`src/rtl/dispatch_unit_pkg.sv`:
```
// Shared constants for the dispatch unit: RV32I opcodes, target-unit codes, default ROB tag width.
// Revision: 1.0
`default_nettype none

package dispatch_unit_pkg;

  localparam int DEFAULT_ROB_WIDTH_BIT = 5;

  localparam logic [6:0] OP_LUI    = 7'b0110111;
  localparam logic [6:0] OP_AUIPC  = 7'b0010111;
  localparam logic [6:0] OP_JAL    = 7'b1101111;
  localparam logic [6:0] OP_JALR   = 7'b1100111;
  localparam logic [6:0] OP_BRANCH = 7'b1100011;
  localparam logic [6:0] OP_LOAD   = 7'b0000011;
  localparam logic [6:0] OP_STORE  = 7'b0100011;
  localparam logic [6:0] OP_IMM    = 7'b0010011;
  localparam logic [6:0] OP_REG    = 7'b0110011;

  localparam logic [1:0] UNIT_ROB = 2'd0;
  localparam logic [1:0] UNIT_RS  = 2'd1;
  localparam logic [1:0] UNIT_LSB = 2'd2;

endpackage

`default_nettype wire

```
`src/rtl/dispatch_fifo.sv`:
```
// Instruction queue: power-of-two circular buffer with occupancy count and full/empty flags.
// Revision: 1.0
`default_nettype none

module dispatch_fifo #(
  parameter int DEPTH = 4,
  parameter int WIDTH = 64
) (
  input  logic                     clk,
  input  logic                     rst,
  input  logic                     en,
  input  logic                     flush,
  input  logic                     push,
  input  logic                     pop,
  input  logic [WIDTH-1:0]         wdata,
  output logic [WIDTH-1:0]         rdata,
  output logic [$clog2(DEPTH):0]   count,
  output logic                     full,
  output logic                     empty
);

  localparam int PW = $clog2(DEPTH);

  logic [WIDTH-1:0] mem [DEPTH];
  logic [PW-1:0]    head;
  logic [PW-1:0]    tail;
  logic             do_push;
  logic             do_pop;

  assign full    = (count == (PW+1)'(DEPTH));
  assign empty   = (count == '0);
  assign do_push = en && !flush && push && !full;
  assign do_pop  = en && !flush && pop && !empty;
  assign rdata   = mem[head];

  // Pointers wrap naturally since DEPTH is a power of two.
  always_ff @(posedge clk or posedge rst) begin
    if (rst) begin
      head  <= '0;
      tail  <= '0;
      count <= '0;
    end else if (en) begin
      if (flush) begin
        head  <= '0;
        tail  <= '0;
        count <= '0;
      end else begin
        if (do_push) tail <= tail + 1'b1;
        if (do_pop)  head <= head + 1'b1;
        case ({do_push, do_pop})
          2'b10:   count <= count + 1'b1;
          2'b01:   count <= count - 1'b1;
          default: count <= count;
        endcase
      end
    end
  end

  always_ff @(posedge clk) begin
    if (do_push) mem[tail] <= wdata;
  end

endmodule

`default_nettype wire

```
`src/rtl/dispatch_unit.sv`:
```
// Decodes the instruction-queue head, gathers operands and issues it to the ROB, RS or LSB.
// Revision: 1.0
`default_nettype none

module dispatch_unit
  import dispatch_unit_pkg::*;
#(
  parameter int IQ_DEPTH      = 4,
  parameter int ROB_WIDTH_BIT = DEFAULT_ROB_WIDTH_BIT
) (
  input  logic                       clk_in,
  input  logic                       rst_in,
  input  logic                       rdy_in,
  input  logic                       if_valid,
  input  logic [31:0]                if_ins,
  input  logic [31:0]                if_pc,
  output logic                       if_ready,
  input  logic                       flush,
  input  logic                       rob_ready,
  input  logic [ROB_WIDTH_BIT-1:0]   rob_tag,
  input  logic                       rs_ready,
  input  logic                       lsb_ready,
  output logic [4:0]                 rf_rs1,
  output logic [4:0]                 rf_rs2,
  input  logic [31:0]                rf_val1,
  input  logic [31:0]                rf_val2,
  input  logic                       rf_dep1,
  input  logic                       rf_dep2,
  input  logic [ROB_WIDTH_BIT-1:0]   rf_tag1,
  input  logic [ROB_WIDTH_BIT-1:0]   rf_tag2,
  output logic                       disp_valid,
  output logic [1:0]                 disp_unit,
  output logic [6:0]                 disp_opcode,
  output logic [2:0]                 disp_funct3,
  output logic                       disp_f7b,
  output logic [4:0]                 disp_rd,
  output logic [31:0]                disp_imm,
  output logic [31:0]                disp_pc,
  output logic [31:0]                disp_v1,
  output logic [31:0]                disp_v2,
  output logic                       disp_h1,
  output logic                       disp_h2,
  output logic [ROB_WIDTH_BIT-1:0]   disp_q1,
  output logic [ROB_WIDTH_BIT-1:0]   disp_q2,
  output logic [ROB_WIDTH_BIT-1:0]   disp_tag,
  output logic [$clog2(IQ_DEPTH):0]  iq_count
);

  logic [63:0] head_entry;
  logic        full;
  logic        empty;
  logic [31:0] ins;
  logic [31:0] pc;
  logic [6:0]  opcode;
  logic [1:0]  unit;
  logic        known;
  logic        use1;
  logic        use2;
  logic [31:0] imm;
  logic [31:0] v1;
  logic [31:0] v2;
  logic        h1;
  logic        h2;
  logic [ROB_WIDTH_BIT-1:0] q1;
  logic [ROB_WIDTH_BIT-1:0] q2;
  logic        target_ready;
  logic        pop_ok;
  logic        dispatch;

  dispatch_fifo #(
    .DEPTH (IQ_DEPTH),
    .WIDTH (64)
  ) u_fifo (
    .clk   (clk_in),
    .rst   (rst_in),
    .en    (rdy_in),
    .flush (flush),
    .push  (if_valid),
    .pop   (pop_ok),
    .wdata ({if_ins, if_pc}),
    .rdata (head_entry),
    .count (iq_count),
    .full  (full),
    .empty (empty)
  );

  assign if_ready = !full;
  assign ins      = head_entry[63:32];
  assign pc       = head_entry[31:0];
  assign opcode   = ins[6:0];
  assign rf_rs1   = ins[19:15];
  assign rf_rs2   = ins[24:20];

  always_comb begin
    unit  = UNIT_ROB;
    known = 1'b1;
    use1  = 1'b0;
    use2  = 1'b0;
    imm   = '0;
    case (opcode)
      OP_LUI, OP_AUIPC: imm = {ins[31:12], 12'b0};
      OP_JAL:    imm = {{12{ins[31]}}, ins[19:12], ins[20], ins[30:21], 1'b0};
      OP_JALR:   begin unit = UNIT_RS;  use1 = 1'b1; imm = {{20{ins[31]}}, ins[31:20]}; end
      OP_BRANCH: begin
        unit = UNIT_RS; use1 = 1'b1; use2 = 1'b1;
        imm  = {{20{ins[31]}}, ins[7], ins[30:25], ins[11:8], 1'b0};
      end
      OP_LOAD:   begin unit = UNIT_LSB; use1 = 1'b1; imm = {{20{ins[31]}}, ins[31:20]}; end
      OP_STORE:  begin
        unit = UNIT_LSB; use1 = 1'b1; use2 = 1'b1;
        imm  = {{20{ins[31]}}, ins[31:25], ins[11:7]};
      end
      OP_IMM:    begin unit = UNIT_RS;  use1 = 1'b1; imm = {{20{ins[31]}}, ins[31:20]}; end
      OP_REG:    begin unit = UNIT_RS;  use1 = 1'b1; use2 = 1'b1; end
      default:   known = 1'b0;
    endcase
  end

  // ROB-only ops carry their result in v1 so the ROB can retire them directly.
  always_comb begin
    v1 = '0;
    h1 = 1'b0;
    q1 = '0;
    v2 = '0;
    h2 = 1'b0;
    q2 = '0;
    if (use1 && rf_rs1 != 5'd0) begin
      v1 = rf_val1;
      h1 = rf_dep1;
      q1 = rf_tag1;
    end
    if (use2 && rf_rs2 != 5'd0) begin
      v2 = rf_val2;
      h2 = rf_dep2;
      q2 = rf_tag2;
    end
    case (opcode)
      OP_LUI:   v1 = imm;
      OP_AUIPC: v1 = pc + imm;
      OP_JAL:   v1 = pc + 32'd4;
      default:  ;
    endcase
  end

  always_comb begin
    case (unit)
      UNIT_RS:  target_ready = rs_ready;
      UNIT_LSB: target_ready = lsb_ready;
      default:  target_ready = 1'b1;
    endcase
  end

  // Unknown opcodes are drained without needing a ROB slot.
  assign pop_ok   = !empty && (!known || (rob_ready && target_ready));
  assign dispatch = pop_ok && known && rdy_in && !flush;

  always_ff @(posedge clk_in or posedge rst_in) begin
    if (rst_in) begin
      disp_valid  <= 1'b0;
      disp_unit   <= '0;
      disp_opcode <= '0;
      disp_funct3 <= '0;
      disp_f7b    <= 1'b0;
      disp_rd     <= '0;
      disp_imm    <= '0;
      disp_pc     <= '0;
      disp_v1     <= '0;
      disp_v2     <= '0;
      disp_h1     <= 1'b0;
      disp_h2     <= 1'b0;
      disp_q1     <= '0;
      disp_q2     <= '0;
      disp_tag    <= '0;
    end else if (rdy_in) begin
      disp_valid <= dispatch;
      if (dispatch) begin
        disp_unit   <= unit;
        disp_opcode <= opcode;
        disp_funct3 <= ins[14:12];
        disp_f7b    <= ins[30];
        disp_rd     <= ins[11:7];
        disp_imm    <= imm;
        disp_pc     <= pc;
        disp_v1     <= v1;
        disp_v2     <= v2;
        disp_h1     <= h1;
        disp_h2     <= h2;
        disp_q1     <= q1;
        disp_q2     <= q2;
        disp_tag    <= rob_tag;
      end
    end
  end

endmodule

`default_nettype wire
```
`config.mk`:
```
export PLATFORM = sky130hd
export DESIGN_NAME = dispatch_unit
export DESIGN_NICKNAME = d
export VERILOG_FILES = /design/src/rtl/dispatch_unit_pkg.sv /design/src/rtl/dispatch_fifo.sv /design/src/rtl/dispatch_unit.sv
export SDC_FILE = /design/constraint.sdc
export NUM_CORES = 1
export LEC_CHECK = 0
export ABC_AREA = 1
export CAP_MARGIN = 20
export CORE_MARGIN = 4
export CORE_UTILIZATION = 49
export CTS_CLUSTER_DIAMETER = 100
export CTS_CLUSTER_SIZE = 24
export DETAILED_ROUTE_END_ITERATION = 7
export GPL_TIMING_DRIVEN = 0
export PLACE_DENSITY_LB_ADDON = 0.25
export SETUP_SLACK_MARGIN = 0.05
export SYNTH_ARGS = -nofsm -noshare
export SYNTH_HDL_FRONTEND = slang
export SYNTH_SLANG_ARGS = --single-unit
```
`constraint.sdc`:
```
create_clock -name clk_in -period 6.1 [get_ports clk_in]
set_input_delay 1.525 -clock clk_in [delete_from_list [all_inputs] [get_ports clk_in]]
set_output_delay 1.525 -clock clk_in [all_outputs]
set_load 0.05 [all_outputs]
```
Yosys cells after proc, flatten, opt, wreduce, memory -nomap -nowiden
Memories as Yosys holds them, arrays and structs flattened.
Index checks and enable logic that the tools add are counted.
{"block": "classes", "n_addsub": 6, "n_eq_ne": 14, "n_mux": 21, "reduce_logical": 34}
{"operator": "$pmux W32 S5", "n": 1}
{"operator": "$pmux W32 S3", "n": 1}
{"operator": "$mux W32", "n": 2}
{"operator": "$add A32 B3 Y32 const B", "n": 1}
{"operator": "$add A32 B32 Y32", "n": 1}
{"operator": "$eq A7 B6 Y1 const B", "n": 3}
{"operator": "$eq A7 B7 Y1 const B", "n": 3}
{"operator": "$eq A7 B5 Y1 const B", "n": 2}
{"operator": "$logic_and A1 B1 Y1", "n": 12}
{"operator": "$mux W5", "n": 2}
{"operator": "$reduce_bool A5 Y1", "n": 2}
{"operator": "$reduce_or A9 Y1", "n": 1}
{"operator": "$mux W2", "n": 4}
{"operator": "$reduce_and A2 Y1", "n": 4}
{"operator": "$eq A7 B2 Y1 const B", "n": 1}
{"operator": "$mux W1", "n": 7}
{"operator": "$pmux W3 S2", "n": 1}
{"operator": "$reduce_or A3 Y1", "n": 2}
{"operator": "$reduce_or A6 Y1", "n": 1}
{"operator": "$add A2 B1 Y2 const B", "n": 2}
{"operator": "$eq A2 B1 Y1 const B", "n": 2}
{"operator": "$eq A2 B2 Y1 const B", "n": 2}
{"operator": "$logic_not A1 Y1", "n": 4}
{"operator": "$pmux W2 S2", "n": 1}
{"operator": "other kinds (11)", "n": 13}
{"block": "totals", "reg_bits": 171, "ram_bits": 256, "inputBits": 153, "memories": 1}
{"memory": "u_fifo.mem", "depth": 4, "width": 64, "rd": 1, "rd_clocked_by_memory_dff": 0, "wr": 1, "line": "dispatch_fifo.sv:24", "rtl": "logic [WIDTH-1:0] mem [DEPTH];"}

Logic depth before layout (Yosys ltp)
An unclocked memory read counts as a cell.
{"block": "logic_depth", "ltp_word": 14, "depth_mapped": 29, "depth_no_buf": 27}

Modules after synthesis
A second synthesis with hierarchy kept.
{"block": "unflattened", "hier_cells": 2270, "hier_area_um2": 20529.7}
{"mod": "dispatch_unit", "n_inst": 1, "cells_each": 1579, "area_per_inst_um2": 10505.1, "seq_area_each_um2": 4103.9}
{"mod": "dispatch_fifo", "n_inst": 1, "cells_each": 691, "area_per_inst_um2": 10024.6, "seq_area_each_um2": 7862.5}

Worst setup path before layout
No wires, ideal clock.
{"block": "synth_timing", "path_type": "input port to flip-flop", "start": "input port rdy_in", "end": "memory u_fifo.mem[0][0] (enable)", "arrival_time_ns": 4.678, "t_required_ns": 5.613, "path_slack_ns": 0.935, "cell_stages": 4, "n_path_buf": 0, "path_cell_list": "inv_1 > nor2_1 > nand3_1 > nor2_1"}
{"block": "synth_between", "elab_chain_cells": 5}
{"element": "start: declaration", "line": "dispatch_unit.sv:13", "rtl": "input logic rdy_in,"}
{"element": "$logic_and A1 B1 Y1 (3 in a row)", "line": "dispatch_fifo.sv:32", "rtl": "assign do_push = en && !flush && push && !full;"}
{"element": "$mux W1", "line": "dispatch_fifo.sv:60", "rtl": "if (do_push) mem[tail] <= wdata;"}
{"element": "$mux W1 (not written as such)", "line": "dispatch_fifo.sv:60"}
{"element": "end: declaration", "line": "dispatch_fifo.sv:24"}
Every way passes these cells.

Worst setup path after layout
{"block": "layout_timing", "start": "register u_fifo.head[1]", "end": "output port rf_rs2[4]"}
{"block": "layout_between", "elab_chain_cells": 1}
{"element": "start: declaration", "line": "dispatch_fifo.sv:25", "rtl": "logic [PW-1:0] head;"}
{"element": "start signal: assignment", "line": "dispatch_fifo.sv:49", "rtl": "if (do_pop) head <= head + 1'b1;"}
{"element": "$mem_v2 Z4 W64"}
{"element": "end: declaration", "line": "dispatch_unit.sv:24", "rtl": "output logic [4:0] rf_rs2,"}
Every way passes these cells.

==> out/results.ini <==
[global_routing]
grtUsageTotal = 0.288
antenna_found_initial = 4
overflow = 0
grt_pass1_vias = 16700
grt_start_max_net_pins = 43
grt_pass1_wl_um = 103000

[route]
wl_met3_um = 5200
avgViaCountPerCell = 5.52
wl_per_cell_um = 21.8
wirelength_um = 68600
highest_layer = met5
wl_met1_um = 29100
dr.pass1.iters = 8
drt_iter0_drc = 1620
wl_met2_um = 32000
ant_nets = 0
num_vias = 17400
drc = 0

[clock_network]
cts_tree = built
cts_setup_buffers = 0
htreeDepth = 1
clk_latency_ns = 0.58
cts_root_buf = clkbuf_16
numCtsBuffers = 22
ctsResizeCount = 0
cts.clk_slew.worst_paths_ns = 0.10
cts_hold_buf = 0
clockBufferDepth = 3
cts_sinks = 427

[floorplanning]
num_rows = 75
die_x_um = 215
die_y_um = 215
die-area_um2 = 46100
core_um2 = 42000
initial_core_util = 0.498
pin_count = 331

[setup_path]
path_class = flop to output port
worstSetupEndpointType = output port
cp.arrival_ns = 3.90
worstPathRequired_ns = 4.58
crit_fanout = 10
cp-start-kind = flop

[timing]
hold_viol = 0
fin_crit_sh = 0.890
worstMarginPinSlew_ns = 1.04
final.setup.tns_ns = 0
fin_crit_ns = 5.43
max_slew_margin = 0.309
slew_viol_final = 0
rsz0062_at_grt = no
setup_violations = 0
holdWs_ns = 0.480
skew_ns = 0.0216
clock.fmax_mhz = 184

[synthesis]
yosys.area.top_type_share = 0.368
yosysMostFrequentCell = nand2_1
synth_ff_type = edfxtp_1
yosysTopAreaCell = edfxtp_1
synth_nets = 2419
synth_edf_count = 256
synth-async-reset-ratio = 0.400
synth_warnings = 0
ys_seq_area_frac = 0.572
ys_top_cells_by_count = nand2_1, edfxtp_1, inv_1
syn_inst = 2229
synth_area_leaders = edfxtp_1, dfrtp_1, nand2_1
ys_seq_elements = 427
syn_avg_cell_area_um2 = 9.38
syn_area_um2 = 20900
synth_cell_types = 63

[run_status]
status = finished, final reports clean

[power_and_ir_drop]
p_per_area_nw_per_um2 = 475
peakVddDrop_mv = 0.339
leakagePower_nw = 10.9
total_power_w = 0.0123

[finish]
nNetsFinal = 2786
regArea_um2 = 12000
drive_gt1_frac = 0.0816
multi_input_area_um2 = 7460
fin_util = 0.615
syn2layout_area_growth_pct = 23.5
n_fill_cell = 3574
fin_cells = 3150

[run]
cap_violations = 0

[min_path]
hp-class = flop to flop

[place]
dp_hpwl_um = 54600
port-buffer-count = 330
gp_congestion = 0.944
numPlacedInstances = 3110

## routing by layer
metal | up-vias | track usage
met2 | 683 | 0.479
met3 | 108 | 0.0512
met5 | - | 0
li1 | 8228 | -
met4 | 4 | 0.0785
met1 | 8359 | 0.393
## power breakdown
part	switching [W]	total, W	internal [W]
Sequential	0.000237	0.00370	0.00346
Combinational	0.00490	0.00695	0.00205
Clock	0.000934	0.00163	0.000698
Total	0.00607	0.0123	0.00621
## path summary, 6_finish.rpt
check                                from              to  slack, ns  cells after the start
max                        u_fifo.head[1]       rf_rs2[4]       0.67                     10
min                        disp_opcode[0]  disp_opcode[0]       0.48                      1
max reg2reg                u_fifo.head[0]     disp_v1[31]       1.24                     20
min reg2reg                disp_opcode[0]  disp_opcode[0]       0.48                      1
max in group asynchronous          rst_in     disp_pc[29]       3.74                      4
min in group asynchronous          rst_in     disp_v2[24]       1.43                      2
## state kept, by name, summed over array words and instances, names as in the netlist, 2 cells and up
register      count
disp_q2           5
u_fifo.mem      256
disp_opcode       7
u_fifo.count      3
disp_tag          5
u_fifo.tail       2
u_fifo.head       2
disp_unit         2
disp_pc          32
disp_v1          32
disp_v2          32
disp_rd           5
disp_q1           5
disp_imm         32
disp_funct3       3
## per-stage QoR
stage               worst slack (ns)  cell area (µm²)
floorplan                      0.935            20900
global placement               -1.89            24900
detailed placement              1.28            25200
CTS                            0.680            25800
global route                   0.573            25800
finish                         0.673            25800
## critical path, cell delays in order, from the launching register on
cell and delay [ns]:
dfrtp_1 0.40, buf_6 0.15, inv_4 0.10, buf_6 0.17
buf_6 0.17, buf_4 0.21, buf_2 0.26, a21oi_1 0.06
a32oi_1 0.74, buf_4 0.23, clkdlybuf4s50_1 0.81
## placed cells by master, fill, tap and decap left out, drive strengths merged, types with 2 or more instances in the layout
| cell type | instances |
|---|---|
| diode | 2 |
| nand2 | 695 |
| o21bai | 2 |
| clkbuf | 62 |
| a21oi | 128 |
| o22ai | 21 |
| buf | 91 |
| a311oi | 3 |
| a32oi | 27 |
| o211ai | 4 |
| a31oi | 5 |
| o31ai | 39 |
| inv | 224 |
| a22o | 2 |
| ha | 36 |
| edfxtp | 256 |
| and3 | 3 |
| clkinvlp | 2 |
| nand3 | 123 |
| or2 | 10 |
| xor2 | 3 |
| a32o | 4 |
| nor2 | 135 |
| dfrtp | 171 |
| o21a | 3 |
| a221oi | 3 |
| clkdlybuf4s50 | 330 |
| nor3 | 16 |
| o21ai | 165 |
| nand4 | 15 |
| clkinv | 5 |
| nand3b | 9 |
| a211oi | 5 |
## kinds of logic after synthesis
| group | synth area share |
|---|---|
| AOI/OAI and AO/OA | 0.124 |
| xor gates and xnor gates | 0.00168 |
| adders and majority gates | 0.0225 |
| buffers and inverters | 0.0728 |
| DFF | 0.572 |
| and+or+nand+nor | 0.207 |
## final cells by class
class,instances,share of cell area
Tap cell,539,0.0261
Timing Repair Buffer,343,0.137
Multi-Input combinational cell,1468,0.289
Antenna cell,2,0.000194
Sequential cell,427,0.463
Clock buffer,33,0.0229
Inverter,227,0.0332
Clock inverter,4,0.00257
Buffer,107,0.0259
(Power assumes the default switching activity.)
